[config.mk]
export PLATFORM = sky130hd
export DESIGN_NAME = match_sequencer
export DESIGN_NICKNAME = d
export VERILOG_FILES = /design/src/rtl/match_sequencer.sv
export SDC_FILE = /design/constraint.sdc
export NUM_CORES = 1
export LEC_CHECK = 0
export ABC_AREA = 0
export BUFFER_PORTS_ARGS = -buffer_cell sky130_fd_sc_hd__buf_2
export CORE_MARGIN = 2
export CORE_UTILIZATION = 30
export DETAILED_ROUTE_END_ITERATION = 8
export PLACE_DENSITY = 0.56
export SLEW_MARGIN = 20
export SYNTH_ARGS = -nofsm -noshare
export SYNTH_HDL_FRONTEND = slang
export SYNTH_SLANG_ARGS = --single-unit
[constraint.sdc]
create_clock -name board_clk -period 1.8 [get_ports board_clk]
set_input_delay 0.36 -clock board_clk [delete_from_list [all_inputs] [get_ports board_clk]]
set_output_delay 0.36 -clock board_clk [all_outputs]
set_load 0.01 [all_outputs]
[src/rtl/match_sequencer.sv]
// rtl/match_sequencer.sv - serve/rally/score match sequencer with synchronized start switch
// Optional build macro MATCH_WIN_BY_TWO_EN selects the win-by-two rule with a cap win at 15.
module match_sequencer #(
  parameter int WIN_SCORE   = 10,
  parameter int SERVE_TICKS = 64
) (
  input  logic       board_clk,
  input  logic       reset,
  input  logic       start,
  input  logic       tick,
  input  logic       point_left,
  input  logic       point_right,
  output logic [1:0] state,
  output logic [3:0] left_score,
  output logic [3:0] right_score,
  output logic       ball_run,
  output logic       serve_dir,
  output logic       game_over,
  output logic       winner
);

  typedef enum logic [1:0] {
    QI      = 2'b00,
    QGAME_1 = 2'b01,
    QGAME_2 = 2'b10,
    QDONE   = 2'b11
  } state_t;

  localparam logic [7:0] SERVE_LAST = 8'(SERVE_TICKS - 1);
  localparam logic [3:0] WIN_4      = 4'(WIN_SCORE);

  state_t     cur_state, nxt_state;
  logic [7:0] serve_cnt, nxt_cnt;
  logic [3:0] nxt_left, nxt_right;
  logic       nxt_dir, nxt_winner;

  logic       start_meta, start_sync, start_prev;
  logic [1:0] sync_fill;
  logic       start_armed;
  logic       start_rise, start_low;

  logic [3:0] left_inc, right_inc;
  logic       left_win, right_win;

  // A rise only counts once a genuine synchronized low has been seen after reset,
  // so a switch left high across reset release cannot launch a match.
  always_ff @(posedge board_clk or posedge reset) begin
    if (reset) begin
      start_meta  <= 1'b0;
      start_sync  <= 1'b0;
      start_prev  <= 1'b0;
      sync_fill   <= 2'b00;
      start_armed <= 1'b0;
    end else begin
      start_meta <= start;
      start_sync <= start_meta;
      start_prev <= start_sync;
      sync_fill  <= {sync_fill[0], 1'b1};
      if (sync_fill[1] && !start_sync)
        start_armed <= 1'b1;
    end
  end

  assign start_rise = start_sync & ~start_prev & start_armed;
  assign start_low  = ~start_sync;

  assign left_inc  = (left_score == 4'd15) ? 4'd15 : left_score + 4'd1;
  assign right_inc = (right_score == 4'd15) ? 4'd15 : right_score + 4'd1;

`ifdef MATCH_WIN_BY_TWO_EN
  assign left_win  = (left_inc == 4'd15) ||
                     ((left_inc >= WIN_4) && ({1'b0, left_inc} >= {1'b0, right_score} + 5'd2));
  assign right_win = (right_inc == 4'd15) ||
                     ((right_inc >= WIN_4) && ({1'b0, right_inc} >= {1'b0, left_score} + 5'd2));
`else
  assign left_win  = (left_inc == WIN_4);
  assign right_win = (right_inc == WIN_4);
`endif

  always_comb begin
    nxt_state  = cur_state;
    nxt_cnt    = serve_cnt;
    nxt_left   = left_score;
    nxt_right  = right_score;
    nxt_dir    = serve_dir;
    nxt_winner = winner;
    case (cur_state)
      QI: begin
        nxt_cnt    = 8'd0;
        nxt_left   = 4'd0;
        nxt_right  = 4'd0;
        nxt_winner = 1'b0;
        if (start_rise)
          nxt_state = QGAME_1;
      end
      QGAME_1: begin
        if (start_low) begin
          nxt_state  = QI;
          nxt_cnt    = 8'd0;
          nxt_left   = 4'd0;
          nxt_right  = 4'd0;
          nxt_winner = 1'b0;
        end else if (tick) begin
          if (serve_cnt == SERVE_LAST) begin
            nxt_cnt   = 8'd0;
            nxt_state = QGAME_2;
          end else begin
            nxt_cnt = serve_cnt + 8'd1;
          end
        end
      end
      QGAME_2: begin
        // Abort outranks any point arriving in the same cycle.
        if (start_low) begin
          nxt_state  = QI;
          nxt_cnt    = 8'd0;
          nxt_left   = 4'd0;
          nxt_right  = 4'd0;
          nxt_winner = 1'b0;
        end else if (point_left && point_right) begin
          nxt_state = QGAME_1;
        end else if (point_left) begin
          nxt_left = left_inc;
          nxt_dir  = 1'b1;
          if (left_win) begin
            nxt_state  = QDONE;
            nxt_winner = 1'b0;
          end else begin
            nxt_state = QGAME_1;
          end
        end else if (point_right) begin
          nxt_right = right_inc;
          nxt_dir   = 1'b0;
          if (right_win) begin
            nxt_state  = QDONE;
            nxt_winner = 1'b1;
          end else begin
            nxt_state = QGAME_1;
          end
        end
      end
      QDONE: begin
        if (start_low) begin
          nxt_state  = QI;
          nxt_cnt    = 8'd0;
          nxt_left   = 4'd0;
          nxt_right  = 4'd0;
          nxt_winner = 1'b0;
        end
      end
      default: nxt_state = QI;
    endcase
  end

  always_ff @(posedge board_clk or posedge reset) begin
    if (reset) begin
      cur_state   <= QI;
      serve_cnt   <= 8'd0;
      left_score  <= 4'd0;
      right_score <= 4'd0;
      serve_dir   <= 1'b0;
      winner      <= 1'b0;
      ball_run    <= 1'b0;
      game_over   <= 1'b0;
    end else begin
      cur_state   <= nxt_state;
      serve_cnt   <= nxt_cnt;
      left_score  <= nxt_left;
      right_score <= nxt_right;
      serve_dir   <= nxt_dir;
      winner      <= nxt_winner;
      ball_run    <= (nxt_state == QGAME_2);
      game_over   <= (nxt_state == QDONE);
    end
  end

  assign state = cur_state;

endmodule

==> metrics.txt, run 1 <==
status=finished, final reports clean; Netlist cell types=about 40; Port Buffers=19; synth warn=0; worst r2r src=state[0]$_DFF_PP0_; residual DRC count=0; drt via density=5.02; Die ar.=5670 sq um; worst r2r path cells=5; clk sinks=28; Detail Placement HPWL=2410 microns; Reg clk slew, reported paths=about 0.1 ns; Critical Path Start Type=register; CTS Buffer Depth=2; Die H=approximately 75 microns; CTS tree=built; Rows=25; clock tree root driver cell=clkbuf_8; CP Data Arrival Time=1.79 ns; max-cap violation count=0; Die X=75.3 microns; final setup vio count=0; initial antenna violation count=0; Crit Path Category=reg2reg; fin nets=~210; Final Hold Fails=0; Mapped Nets=roughly 180; initial core utilization=0.317; Seq/Total Area, Yosys=0.459; number of global-route vias before repair=between 1000 and 1500; period utilization=0.876; Post-CTS Hold Fix Bufs=0; CORE AREA=approximately 4800 sq um; Max Freq=634 MHz; # diodes=0; minimum clock period=between 1.5 and 2 ns; CP Launch Point=state[0]$_DFF_PP0_; RSZ-0062 raised after global routing=no; synthesized cell area=around 1500 sq um; Power Dens Cells=roughly 670 nW/um^2; Final Slew Violations=0; crit path capture type=register; Setup Total Neg Slack=0 ns; cell area after placement=approximately 1800 sq um; Avg Inst Size Synth=between 9 and 10 sq um; IO Pins=20; GR peak layer=met1; Num CTS Buffers=3; GRT overflow=0; DRT iter0 DRCs=93; vias after detailed routing=~1300; GR Util met1=0.195; wire per inst=between 10 and 15 microns; final instance area=approximately 1900 sq um; Leak Pwr=about 0.83 nW; Req. time, crit path=2.01 ns; Tot GR Track Use=0.128; GR met3 Demand/Resource=0.0212; crit-path max FO=9; Clk Latency, worst-skew pair=approximately 0.28 ns; layout cells sized above 1=0.232; Post-Route WL=around 3300 microns; area grow syn2layout=23.3%; first-pass GRT wire length=approximately 5600 microns; Fin Clk Skew=roughly 0.0016 ns; Worst Hold Class=in2async; Detail Route Antenna Nets=0; largest net degree at the start of global routing=29; DRT Pass-1 Iters=4; H-tree depth=1; VDD IR max=0.400 mV; GRT met2 Usage=0.186; Seq cells post-synth=28; RePlAce Congestion=between 0.8 and 0.9; Cells after Synth=164
area by class of cell:
cell class / count / area [sq um]
multi-input cells: 121 / 777
repair buffers: 34 / 208
clock buffers: 3 / 41.3
inverters: 11 / 41.3
well taps: 67 / 83.8
clock inverters: 1 / 30.0
flip-flops and latches: 28 / 701
fillers: 501 / 2940
what timing repair did:
action,CTS,global route
gates resized for setup,0,2
buffers inserted,0,0
endpoints found under the setup margin,0,6
logic make-up (layout without fill, tap and decap cells):
kind of cell    count (synthesis)  count (layout)  synth area share
buf+inv                        15              49            0.0393
flops                          28              28             0.459
other cells                     1               1           0.00246
mux                             2               2            0.0148
compound gates                 52              52             0.219
simple gates                   59              59             0.208
fa+ha+maj                       7               7            0.0574
report_power, final:
part	total (W)	internal [W]	switching, W	leakage (nW)
sequential	0.000647	0.000638	0.00000839	0.373
clock	0.000507	0.000298	0.000209	0.0357
combinational	0.000104	0.0000441	0.0000600	0.419
final timing paths:
| path | end | slack (ns) |
|---|---|---|
| min in group board_clk | start_meta$_DFF_PP0_ | 0.18 |
| worst min-delay path | start_sync$_DFF_PP0_ | 0.12 |
| worst max register to register | serve_cnt[3]$_DFFE_PP0P_ | 0.22 |
| worst max-delay path | serve_cnt[3]$_DFFE_PP0P_ | 0.22 |
| worst min register to register | sync_fill[1]$_DFF_PP0_ | 0.36 |
| max in group asynchronous | serve_cnt[3]$_DFFE_PP0P_ | 1.40 |
critical path, stage by stage, from the launching register on:
cell and delay (ns):
dfrtp_1 0.45, nor2b_1 0.15, o21a_1 0.24, buf_4 0.19
or3_1 0.34, a21oi_1 0.14
cells in the final DEF, fill, tap and decap left out, types with 2 or more instances in the layout:
cell	count
o21ai_0	13
nand2b_1	5
a21oi_1	12
ha_1	7
inv_1	11
buf_4	15
mux2_2	2
nand3b_1	3
dfrtp_1	28
a31oi_1	2
or3_1	2
a22oi_1	2
a21o_1	4
clkbuf_8	3
a211oi_1	3
nor2_1	6
or4_1	4
nand3_1	9
nand2_1	19
o211ai_1	2
o31ai_1	4
nor3_1	2
buf_2	19
Yosys cell counts (all sizes together):
master / instances / area share
or3b: 1 / 0.0057
nor3b: 1 / 0.0049
nor2: 6 / 0.015
o21bai: 1 / 0.0049
o22ai: 1 / 0.0041
buf: 3 / 0.0098
o21a: 1 / 0.0049
clkbuf: 1 / 0.0025
nand2b: 6 / 0.026
a21oi: 13 / 0.045
or4: 4 / 0.020
a32o: 1 / 0.0066
o21ai: 13 / 0.043
a21o: 4 / 0.020
ha: 7 / 0.057
inv: 11 / 0.027
o31ai: 4 / 0.020
nor2b: 1 / 0.0041
a31oi: 2 / 0.0082
nand3b: 3 / 0.015
nor4: 1 / 0.0041
mux2: 2 / 0.015
nand3: 9 / 0.030
nand2: 19 / 0.047
o221ai: 1 / 0.0057
a22oi: 2 / 0.0098
and2: 1 / 0.0041
conb: 1 / 0.0025
a211oi: 4 / 0.020
dfrtp: 28 / 0.46
a221o: 1 / 0.0066
nor3: 3 / 0.013
a41oi: 1 / 0.0057
a221oi: 1 / 0.0057
and3: 1 / 0.0041
and4bb: 1 / 0.0082
or3: 2 / 0.0082
o211ai: 2 / 0.0098
state kept, by name, indices dropped and copies added (netlist names), 2 cells and up:
name and flops:
left_score 4, right_score 4, serve_cnt 8, state 2, sync_fill 2
metrics by stage:
stage	util	instances	power [W]	setup slack, ns	hold WS [ns]
2_1_floorplan	-	164	0.000715	0.0488	0.331
3_3_place_gp	0.374	261	0.000763	0.0553	0.334
3_5_place_dp	0.374	261	0.000764	0.0370	0.339
4_1_cts	0.388	265	0.00128	0.122	0.142
5_1_grt	0.391	265	0.00132	0.0509	0.157
6_report	0.391	265	0.00126	0.223	0.123
layer usage:
metal	up-vias	share of wire
met5	-	0
met4	0	0
li1	667	-
met1	628	0.51
met2	35	0.44
met3	0	0.042
Power figures use the tool's default switching activity.
==> run 2, diff against run 1 <==
--- a/config.mk
+++ b/config.mk
@@ -11,6 +11,7 @@
 export CORE_UTILIZATION = 30
 export DETAILED_ROUTE_END_ITERATION = 8
 export PLACE_DENSITY = 0.56
+export REMOVE_ABC_BUFFERS = 1
 export SLEW_MARGIN = 20
 export SYNTH_ARGS = -nofsm -noshare
 export SYNTH_HDL_FRONTEND = slang
==> metrics.txt, run 2 (same netlist as run 1, synthesis figures left out) <==
Critical Path Start Type=register; Biggest register=serve_cnt; Crit Path Category=reg2reg; area grow syn2layout=22.4%; Setup Total Neg Slack=0 ns (unchanged); wire per inst=12.1 microns (-3.2%); clk sinks=28 (unchanged); status=finished, final reports clean; postcts setup bufs=0 (unchanged); GRT overflow=0 (unchanged); final setup vio count=0 (unchanged); H-tree depth=1 (unchanged); CTS Buffer Depth=2 (unchanged); worst r2r src=left_score[1]$_DFFE_PP0P_; CORE AREA=4820 sq um (unchanged); reg2reg setup slack=0.20 ns (-0.02 ns); switching pwr=0.000244 W (-12%); commonest cells after routing, fill and taps aside=28 x dfrtp_1, 19 x nand2_1, 19 x buf_2; Req. time, crit path=1.99 ns (-0.02 ns); initial core utilization=0.317 (unchanged); crit-path max FO=4 (-5); # diodes=0 (unchanged); Clk Latency, worst-skew pair=0.27 ns (about the same); FF-to-FF End=ball_run$_DFF_PP0_; Power Dens Cells=576 nW/um^2 (-14%); Int Pwr=0.000833 W (-15%); combinational fraction of design power=0.096 (+0.013); Die ar.=5670 sq um (unchanged); RePlAce Congestion=0.828 (-2.1%); residual DRC count=0 (unchanged); sw frac=0.227 (+0.00627); top flop regs=serve_cnt (8), left_score (4), right_score (4); Max Freq=625 MHz (-1.4%); Die X=75.3 microns (unchanged); CTS tree=built; layout cells sized above 1=0.235 (+0.00268); Num CTS Buffers=3 (unchanged); largest net degree at the start of global routing=29 (unchanged); vias after detailed routing=1328 (-0.15%); Port Buffers=19 (unchanged); Die H=75.3 microns (unchanged); DRT iter0 DRCs=68 (-27%); Flop pwr share=0.601 (+0.087); Fill cells=510 (+1.8%); Final Slew Violations=0 (unchanged); Post-Route WL=3230 microns (-2.5%); VDD IR max=0.529 mV (+32%); fin nets=215 (+1.4%); Fin Clk Skew=0.00752 ns (+0.00593 ns); Leak Pwr=0.829 nW (+0.19%); DRT Pass-1 Iters=4 (unchanged); RSZ-0062 raised after global routing=no; Worst Hold Class=in2async; hold_ws=0.144 ns (+0.0209 ns); Detail Route Antenna Nets=0 (unchanged); max-cap violation count=0 (unchanged); drt via density=4.97 (-0.90%); Final Hold Fails=0 (unchanged); first-pass GRT wire length=5580 microns (-0.36%); IO Pins=20 (unchanged); crit path capture type=register; max FFs per register=8 (unchanged); worst r2r path cells=5 (unchanged); CP Data Arrival Time=1.79 ns (about the same); Reg clk slew, reported paths=0.09 ns (about the same); period utilization=0.889 (+0.0127); post-CTS sizing=0 (unchanged); clock tree root driver cell=clkbuf_8; commonest non-fill, non-tap cell in the layout=dfrtp_1; Detail Placement HPWL=2470 microns (+2.3%); Rows=25 (unchanged); minimum clock period=1.60 ns (+0.0228 ns); number of global-route vias before repair=1222 (+4.0%); Clk pwr share=0.303 (-0.100); initial antenna violation count=0 (unchanged); Tot GR Track Use=0.127 (-0.000938); Post-CTS Hold Fix Bufs=0 (unchanged)
[run 2: how the worst max path moves through the flow]
stage / slack, ns / from / endpoint
final: 0.20 / left_score[1]$_DFFE_PP0P_ / ball_run$_DFF_PP0_
after floorplan: 0.04 / point_left / right_score[0]$_DFFE_PP0P_
after global routing: 0.01 / left_score[1]$_DFFE_PP0P_ / ball_run$_DFF_PP0_
after global placement: 0.06 / point_left / right_score[0]$_DFFE_PP0P_
after CTS: 0.11 / serve_cnt[0]$_DFFE_PP0P_ / serve_cnt[3]$_DFFE_PP0P_
after detailed placement: 0.03 / point_left / right_score[0]$_DFFE_PP0P_
[run 2: stage by stage]
step	total power, W	cells	cell area [sq um]	setup WS, ns	utilization
4_1_cts	0.00110	267	1860	0.108	0.387
5_1_grt	0.00113	267	1870	0.0147	0.388
6_report	0.00108	267	1870	0.200	0.388
3_3_place_gp	0.000764	264	1820	0.0577	0.378
2_1_floorplan	0.000712	160	1510	0.0447	-
3_5_place_dp	0.000765	264	1820	0.0316	0.378
[run 2: layer usage]
layer	track usage	vias to the layer above	routed length, microns
li1	-	675	-
met1	0.180	628	1680
met2	0.201	23	1390
met3	0.0291	2	118
met4	0.0234	0	27
met5	0	-	0
[run 2: power by group through the flow]
stage | Clock (W) | Combinational [W] | Sequential [W]
after floorplan | 0 | 0.0000498 | 0.000662
after global placement | 0 | 0.000104 | 0.000659
after detailed placement | 0 | 0.000106 | 0.000659
final | 0.000326 | 0.000103 | 0.000647
after CTS | 0.000351 | 0.000106 | 0.000647
after global routing | 0.000369 | 0.000117 | 0.000649
[run 2: layout make-up]
cell class,instances,area [sq um],share of cell area
tap,67,83.8,0.0449
timing repair buffer,37,230,0.123
clock buffer,3,41.3,0.0221
inverter,11,41.3,0.0221
multi-input combinational,121,771,0.413
sequential,28,701,0.375
[run 2: critical path, stage by stage, from the launching register on]
cell	delay (ns)
dfrtp_1	0.42
ha_1	0.23
nand2b_1	0.16
o221ai_1	0.34
o211ai_1	0.18
o21ai_0	0.19
